## src/rtl/stream_shifter_arbiter.sv

```systemverilog
// stream_shifter_arbiter
//   Round-robin arbiter that shares a single stream_shifter write port among
//   NumReq requesters. Each accepted beat is tagged with its source index on
//   sh_wid_o. The block also counts beats that are accepted but not yet popped
//   by the consumer, and stops granting once MaxInflight beats are outstanding.
//
//   Optional feature macro: STREAM_SHIFT_ARB_BURST_EN
//     When defined, a requester keeps priority for up to MaxBurst consecutive
//     beats. When undefined, priority rotates after every accepted beat.
//
// Ports
//   clk_i       clock
//   rst_i       synchronous active-high reset
//   req_i       per-requester beat valid
//   wdata_i     per-requester payload
//   gnt_o       one-hot-or-zero grant, asserted in the cycle the beat is accepted
//   sh_w_o      write strobe to shifter w_i
//   sh_wdata_o  payload to shifter wdata_i
//   sh_wid_o    source index of sh_wdata_o (sideband tag)
//   sh_wok_i    shifter wok_o (ready)
//   sh_rok_i    shifter rok_o (read data valid)
//   sh_r_i      consumer read strobe toward shifter r_i (observed only)
//   inflight_o  beats accepted and not yet popped
//   busy_o      inflight_o != 0
//
// Handshake: a requester raises req_i[i] with wdata_i[i] and holds both stable
// until gnt_o[i] is seen high. A beat moves into the shifter in a cycle where
// sh_w_o (valid) and sh_wok_i (ready) are both high; valid never looks at ready.
// A beat leaves the shifter in a cycle where sh_rok_i and sh_r_i are both high.
module stream_shifter_arbiter #(
  parameter type          data_t      = logic,
  parameter int unsigned  NumReq      = 4,
  parameter int unsigned  MaxInflight = 4,
  parameter int unsigned  MaxBurst    = 4,
  localparam int unsigned IdW         = (NumReq > 1) ? $clog2(NumReq) : 1,
  localparam int unsigned CntW        = $clog2(MaxInflight + 1)
) (
  input  logic              clk_i,
  input  logic              rst_i,
  input  logic [NumReq-1:0] req_i,
  input  data_t             wdata_i [NumReq],
  output logic [NumReq-1:0] gnt_o,
  output logic              sh_w_o,
  output data_t             sh_wdata_o,
  output logic [IdW-1:0]    sh_wid_o,
  input  logic              sh_wok_i,
  input  logic              sh_rok_i,
  input  logic              sh_r_i,
  output logic [CntW-1:0]   inflight_o,
  output logic              busy_o
);

  logic [IdW-1:0]      rr_q, rr_d;
  logic [CntW-1:0]     cnt_q, cnt_d;
  logic [IdW-1:0]      sel;
  logic                found;
  logic [IdW:0]        sum;
  logic [2*NumReq-1:0] req2;
  logic [NumReq-1:0]   req_rot;
  logic                full, acc, pop;

`ifdef STREAM_SHIFT_ARB_BURST_EN
  localparam int unsigned BW = (MaxBurst > 1) ? $clog2(MaxBurst) : 1;
  logic [BW-1:0] burst_q, burst_d, base;
`endif

  // Index following i, wrapping at NumReq-1 (holds at 0 when NumReq==1).
  function automatic logic [IdW-1:0] rr_after(input logic [IdW-1:0] i);
    return (i == IdW'(NumReq - 1)) ? '0 : i + 1'b1;
  endfunction

  // Rotate the request vector so bit 0 is the current priority holder, then
  // take the first set bit and map it back to an absolute index.
  always_comb begin
    req2    = {req_i, req_i};
    req_rot = NumReq'(req2 >> rr_q);
    sel     = rr_q;
    found   = 1'b0;
    sum     = '0;
    for (int unsigned k = 0; k < NumReq; k++) begin
      if (!found && req_rot[k]) begin
        found = 1'b1;
        sum   = {1'b0, rr_q} + (IdW+1)'(k);
        if (sum >= (IdW+1)'(NumReq)) sum = sum - (IdW+1)'(NumReq);
        sel = sum[IdW-1:0];
      end
    end
  end

  // No bypass when full: a pop in the same cycle does not open a slot early.
  assign full       = (cnt_q == CntW'(MaxInflight));
  assign sh_w_o     = (|req_i) & ~full & ~rst_i;
  assign sh_wdata_o = wdata_i[sel];
  assign sh_wid_o   = sel;
  assign acc        = sh_w_o & sh_wok_i;
  assign pop        = sh_rok_i & sh_r_i;
  assign inflight_o = rst_i ? '0 : cnt_q;
  assign busy_o     = |inflight_o;

  always_comb begin
    gnt_o = '0;
    if (acc) gnt_o[sel] = 1'b1;
  end

  // A stray pop with nothing in flight is ignored so the counter cannot wrap.
  always_comb begin
    cnt_d = cnt_q;
    if (acc && !pop)                       cnt_d = cnt_q + 1'b1;
    else if (!acc && pop && cnt_q != '0)   cnt_d = cnt_q - 1'b1;
  end

  always_comb begin
    rr_d = rr_q;
`ifdef STREAM_SHIFT_ARB_BURST_EN
    burst_d = burst_q;
    base    = burst_q;
    // Burst owner went idle: end its burst and pass priority on.
    if (burst_q != '0 && !req_i[rr_q]) begin
      base    = '0;
      burst_d = '0;
      rr_d    = rr_after(rr_q);
    end
    if (acc) begin
      if (32'(base) + 32'd1 < MaxBurst) begin
        rr_d    = sel;
        burst_d = base + 1'b1;
      end else begin
        rr_d    = rr_after(sel);
        burst_d = '0;
      end
    end
`else
    if (acc) rr_d = rr_after(sel);
`endif
  end

  always_ff @(posedge clk_i) begin
    if (rst_i) begin
      rr_q    <= '0;
      cnt_q   <= '0;
`ifdef STREAM_SHIFT_ARB_BURST_EN
      burst_q <= '0;
`endif
    end else begin
      rr_q    <= rr_d;
      cnt_q   <= cnt_d;
`ifdef STREAM_SHIFT_ARB_BURST_EN
      burst_q <= burst_d;
`endif
    end
  end

`ifndef SYNTHESIS
  a_cfg: assert property (@(posedge clk_i)
    (NumReq >= 1) && (MaxInflight >= 1) && (MaxBurst >= 1));

  a_pop_empty: assert property (@(posedge clk_i) disable iff (rst_i)
    pop |-> (cnt_q != '0))
    else $error("stream_shifter_arbiter: pop with no beat in flight");

  for (genvar gi = 0; gi < NumReq; gi++) begin : g_hold
    a_req_hold: assert property (@(posedge clk_i) disable iff (rst_i)
      (req_i[gi] && !gnt_o[gi]) |=> (req_i[gi] && $stable(wdata_i[gi])))
      else $error("stream_shifter_arbiter: requester %0d dropped or changed a pending beat", gi);
  end
`endif

endmodule

```

## config.mk

```make
export PLATFORM = sky130hd
export DESIGN_NAME = stream_shifter_arbiter
export DESIGN_NICKNAME = d
export VERILOG_FILES = /design/src/rtl/stream_shifter_arbiter.sv
export SDC_FILE = /design/constraint.sdc
export NUM_CORES = 1
export LEC_CHECK = 0
export CORE_MARGIN = 2
export CORE_UTILIZATION = 30
export CTS_CLUSTER_DIAMETER = 100
export DETAILED_ROUTE_END_ITERATION = 10
export DONT_BUFFER_PORTS = 1
export GPL_ROUTABILITY_DRIVEN = 0
export GPL_TIMING_DRIVEN = 0
export PLACE_DENSITY = 0.56
export SKIP_CTS_REPAIR_TIMING = 1
export SLEW_MARGIN = 10
export SYNTH_ARGS = -nofsm -noshare
export SYNTH_HDL_FRONTEND = slang
export SYNTH_SLANG_ARGS = --single-unit
```

## constraint.sdc

```tcl
create_clock -name clk_i -period 2.3 [get_ports clk_i]
set_input_delay 0.46 -clock clk_i [delete_from_list [all_inputs] [get_ports clk_i]]
set_output_delay 0.46 -clock clk_i [all_outputs]
set_load 0.02 [all_outputs]
```

After elaboration in Yosys (flattened, before gate mapping)
Cells that the tools add are included.
{ "totals": {"ff_bits": 5, "output_inout_bits": 12} }
{ "op_classes": {"add_sub_neg": 10, "magnitude_cmp": 7, "n_eq_ne": 2, "n_shift": 1, "n_mux": 21, "bitwise": 7, "n_reduce_logical": 16} }
{ "op_table": {"columns": ["op", "n"], "rows": [
  ["2-bit 2-to-1 mux", 9],
  ["3-bit >= comparator (second input constant)", 4],
  ["3-bit 2-to-1 mux", 3],
  ["8-bit by 2-bit right shift with 4-bit output", 1],
  ["2-bit by 1-bit subtractor with 2-bit output (second input constant)", 4],
  ["1-bit logical AND", 7],
  ["2-bit by 2-bit adder with 3-bit output (second input constant)", 2],
  ["1-bit 2-to-1 mux", 6],
  ["1-bit logical NOT", 5],
  ["1-bit bitwise AND", 4],
  ["4-bit 2-to-1 mux", 1],
  ["4-bit OR reduction", 1],
  ["2-bit by 1-bit adder with 3-bit output (second input constant)", 1],
  ["3-bit by 1-bit adder with 3-bit output (second input constant)", 1],
  ["3-bit == test (second input constant)", 1],
  ["2-bit by 3-bit >= comparator with 1-bit output (second input constant)", 1],
  ["2-bit by 3-bit < comparator with 1-bit output (second input constant)", 1],
  ["2-bit inverter with 3-bit output", 1],
  ["3-bit nonzero test", 1],
  ["3-bit OR reduction", 1],
  ["3-bit by 1-bit subtractor with 3-bit output (second input constant)", 1],
  ["2-bit by 1-bit adder with 2-bit output (second input constant)", 1],
  ["1-bit binary-select mux with 2-bit select", 1],
  ["1-bit demux with 2-bit select", 1],
  ["4 further kinds", 5]
]} }

Depth between registers and ports, before layout
{ "logic_depth": {"word_depth": 16, "mapped_depth": 8} }

Least setup slack after synthesis
Ideal clock, no wire load.
{ "synth_path": {"path_kind": "input to output", "start": "input port req_i[0]", "end": "output port sh_wdata_o", "t_arrival_ps": 2119, "path_slack_ps": -279, "path_stages": 4, "path_cell_list": "nor2b_1 -> o31ai_1 -> mux2i_1 -> mux2i_1"} }
{ "synth_between": {"elab_chain_len": 15, "elab_cells_between_ends": 18, "classes_between": "1 x shift; 10 x mux; 1 x bitwise; 6 x reduce/logical"} }
{ "synth_rtl": {"columns": ["item", "line_no", "source"], "rows": [
  ["start: declaration", "40", "input logic [NumReq-1:0] req_i,"],
  ["8-bit by 2-bit right shift with 4-bit output *", "76", "req_rot = NumReq'(req2 >> rr_q);"],
  ["1-bit 2-to-1 mux", "81", "if (!found && req_rot[k]) begin"],
  ["1-bit logical NOT", "81", null],
  ["1-bit logical AND", "81", null],
  ["1-bit 2-to-1 mux", "81", null],
  ["1-bit logical NOT", "81", null],
  ["1-bit logical AND", "81", null],
  ["1-bit 2-to-1 mux", "81", null],
  ["1-bit logical NOT", "81", null],
  ["1-bit logical AND", "81", null],
  ["2-bit 2-to-1 mux *", "81", null],
  ["net sh_wid_o[1]", "45", "output logic [IdW-1:0] sh_wid_o,"],
  ["2-bit inverter with 3-bit output (not written as such) *", "93", "assign sh_wdata_o = wdata_i[sel];"],
  ["1-bit binary-select mux with 2-bit select *", "93", null],
  ["1-bit 2-to-1 mux (not written as such) * (2 in series)", "93", null],
  ["end: declaration", "44", "output data_t sh_wdata_o,"]
]} }
The timed path passes the listed nets; every way through them passes the cells marked *. The select of a mux whose other input is x is not followed.

Worst setup path in the final report
{ "layout_path": {"start": "register rr_q[1]", "end": "output port sh_wdata_o"} }
{ "layout_between": {"elab_chain_len": 15, "elab_cells_between_ends": 33, "classes_between": "7 x add/sub; 4 x order compare; 1 x shift; 14 x mux; 1 x bitwise; 6 x reduce/logical"} }
{ "layout_rtl": {"columns": ["item", "line_no", "source"], "rows": [
  ["start: declaration", "53", "logic [IdW-1:0] rr_q, rr_d;"],
  ["start signal: assignment", "145", "rr_q <= rr_d;"],
  ["branches (longest 10 deep; another with 2-bit by 1-bit adder with 3-bit output)", null, null],
  ["2-bit 2-to-1 mux *", "81", null],
  ["net sh_wid_o[1]", "45", null],
  ["2-bit inverter with 3-bit output (not written as such) *", "93", null],
  ["1-bit binary-select mux with 2-bit select *", "93", null],
  ["1-bit 2-to-1 mux (not written as such) * (2 in series)", "93", null]
]} }
Mark *: on every way through the listed nets, which the timed path passes. The select of a mux whose other input is x is not followed.

==> summary.txt <==
Final worst clock skew = 0.242 ps
Pint = 232 µW
Post-synth top area cell = dfxtp_1
H-tree depth = 1
Worst Path Max Fanout = 6
Top cells by area, synth = dfxtp_1 20%, ha_1 9.8%, mux2i_1 9.8%
GR Util All Layers = 11.1%
Area delta synth->final = 27.5%
Final core utilization = 41.7%
Hold Path Origin = cnt_q[2]
Final hold vios = 0
DR WL/cell = 13.2 µm
Core Region = 1560 µm²
Endpoint of the worst hold path = cnt_q[2]
Number of synthesized register bits = 5
Die Height = 45.3 µm
Die ar. = 2050 µm²
WS Path Type = flop to output port
Pre-CTS setup slack = -95.5 ps
GR Overflow Total = 0
Pins Over Slew Limit = 0
Tcrit/Tclk final = 99.5%
R2R setup slack = 90 ps
Power Density = 574 nW/µm²
Clk Latency, worst-skew pair = 240 ps
# nets final = 92
Ys async rst share = 0%
Die Wd = 45.3 µm
Flop pwr share = 31.2%
CTS root buf = clkbuf_4
Final Cell Area = 651 µm²
CP bufs+invs = 0
Unique masters post-synth = 27
Residual DRC = 0
RSZ-0062 raised after global routing = yes
CP max stage cell = o31ai_4
Post-route worst setup slack = 12.5 ps
Total of warnings raised by yosys = 0
Worst r2r src = cnt_q[2]
Area of the multi-input gates = 433 µm²
Max stage delay on crit path = 550 ps
Register Area = 111 µm²
Vias = 476
F_max = 437 MHz
Layout cell share with drive strength beyond 1 = 38.4%
ANT cells = 0
Area after DPL = 547 µm²
Startpoint types = flop
Top cell type's share of synthesized area = 19.6%
CTS Buf Count = 3
Pin count of the biggest net entering global routing = 11
Sw power = 141 µW
Initial Util = 32.7%
Status = finished, final reports clean
Vias in the first global route = 398
Seq/Total Area, Yosys = 19.6%
Antenna violations before repair = 0
Worst-Margin Slew = 576 ps
Avg Synthesized Cell Area = 7.85 µm²
Worst-case clock buffer depth = 2
Routed vias/inst = 5.35
Top FF cell, synth = dfxtp_1
Row count = 14
Filler Cells Inserted = 158
First-pass GRT wire length = 1640 µm
Logic pwr share = 41.7%
EDFF count, synth = 0
Final worst path period need = 2290 ps
Antenna Nets Post-Route = 0
Clock-pin slew on the worst setup and hold paths = 40 ps
Switching Share = 37.9%
VDD IR max = 0.268 mV
Drt first pass iters = 3
Crit. End Element = output port
IO Port Bufs = 0
Critical Path AT = 1830 ps
Iter 0 DRT Violations = 5
Clock power frac = 27.1%
Drt total wl = 1180 µm
IO Count = 25
Clk sink count = 5
Reg-to-reg endpoint = cnt_q[2]
WP data required = 1840 ps
Syn nets = 83
Final setup violating endpoints = 0
Hold WC Path Type = flop to flop
CTS tree = done
Post-synthesis cell count = 65
Relative slew slack = 61.6%
Dpl hpwl = 843 µm
Setup Total Neg Slack = 0 ps
Mapped Area = 510 µm²
Sequence of cells on the critical path = or2_4 -> a21oi_4 -> o31ai_4 -> mux2i_1 -> mux2i_2
Static Leak = 0.000261 µW
Worst Reg2Reg Path Length in Cells = 8
MaxCap Viol Count = 0
Worst hold path depth = 2
Family with the most delay on the worst path = compound AO/OA/AOI/OAI gates
-- worst min-delay path, delay by kind of cell, from the launching register on --
kind	cells	cell delay (ps)
AO/OA/AOI/OAI	2	130
flip-flops	1	350
-- power groups by stage --
| stage | Sequential (µW) | Combinational, µW | Clock [µW] |
|---|---|---|---|
| 2_1_floorplan | 112 | 118 | 0 |
| 3_3_place_gp | 116 | 132 | 0 |
| 3_5_place_dp | 116 | 134 | 0 |
| 4_1_cts | 115 | 134 | 107 |
| 5_1_grt | 119 | 173 | 114 |
| 6_report | 117 | 156 | 101 |
-- how the worst max path moves through the flow --
| stage | start | to | slack [ps] | cells after the start |
|---|---|---|---|---|
| after floorplan | req_i[0] | cnt_q[2] | 20 | 8 |
| after global placement | cnt_q[1] | cnt_q[2] | -90 | 8 |
| after detailed placement | req_i[0] | sh_wdata_o | -100 | 4 |
| after CTS | rr_q[1] | sh_wdata_o | -310 | 5 |
| after global routing | rr_q[1] | sh_wdata_o | -100 | 5 |
| final | rr_q[1] | sh_wdata_o | 10 | 5 |
-- registers in the layout (all words and copies together) (netlist names) --
signal and flops:
rr_q 2, cnt_q 3
-- cell usage after synthesis, drive strengths merged (2+ instances only) --
library cell,n
nor2,8
nor2b,6
dfxtp,5
mux2i,5
and2,4
ha,4
nand2,4
a21oi,3
inv,3
o21ai,3
clkbuf,2
nand3,2
or2,2
or4,2
-- logic make-up after synthesis --
logic type,after synthesis,share of synthesized area (%)
AND/OR/NAND/NOR,32,35.8
multiplexers,5,9.80
flip-flops,5,19.6
XOR/XNOR,1,1.72
buffers and inverters,5,3.68
adder cells (fa/ha/maj),5,13.7
AO/OA/AOI/OAI,12,15.7
-- cell usage in the layout (no fill, tap or decap), types with 2 or more instances in the layout --
master    synthesis  routed
nor2_1            8       8
nor2b_1           6       6
mux2i_1           5       4
ha_1              4       4
buf_4             0       4
o21ai_0           3       3
clkbuf_4          0       3
dfxtp_2           0       3
inv_1             3       2
a21oi_1           3       2
nand2_2           0       2
and2_2            0       2
and2_1            4       2
clkbuf_1          2       2
nand2_1           4       2
nand3_1           2       2
dfxtp_4           0       2
-- per-layer routing --
layer	vias to the layer above	global-route usage, %	part of all wire, %
met3	2	5.60	8.2
met2	17	17.7	46
met4	0	3.53	0.68
met5	-	0	0
met1	215	12.7	45
li1	242	-	-
-- final cells by class --
class                      count  share of cell area, %
clock buffer                   4                   4.04
sequential                     5                   17.1
inverter                       3                   1.73
tap                           16                   3.08
multi-input combinational     55                   66.5
buffer                         2                   2.88
timing repair buffer           4                   4.62
-- through the flow --
step | std cells | total power (µW) | hold slack (ps)
2_1_floorplan | 65 | 230 | 497
6_report | 89 | 373 | 525
3_3_place_gp | 81 | 248 | 523
3_5_place_dp | 81 | 249 | 535
5_1_grt | 89 | 406 | 553
4_1_cts | 85 | 355 | 558
Note: power is estimated with default switching activity, not from simulation.
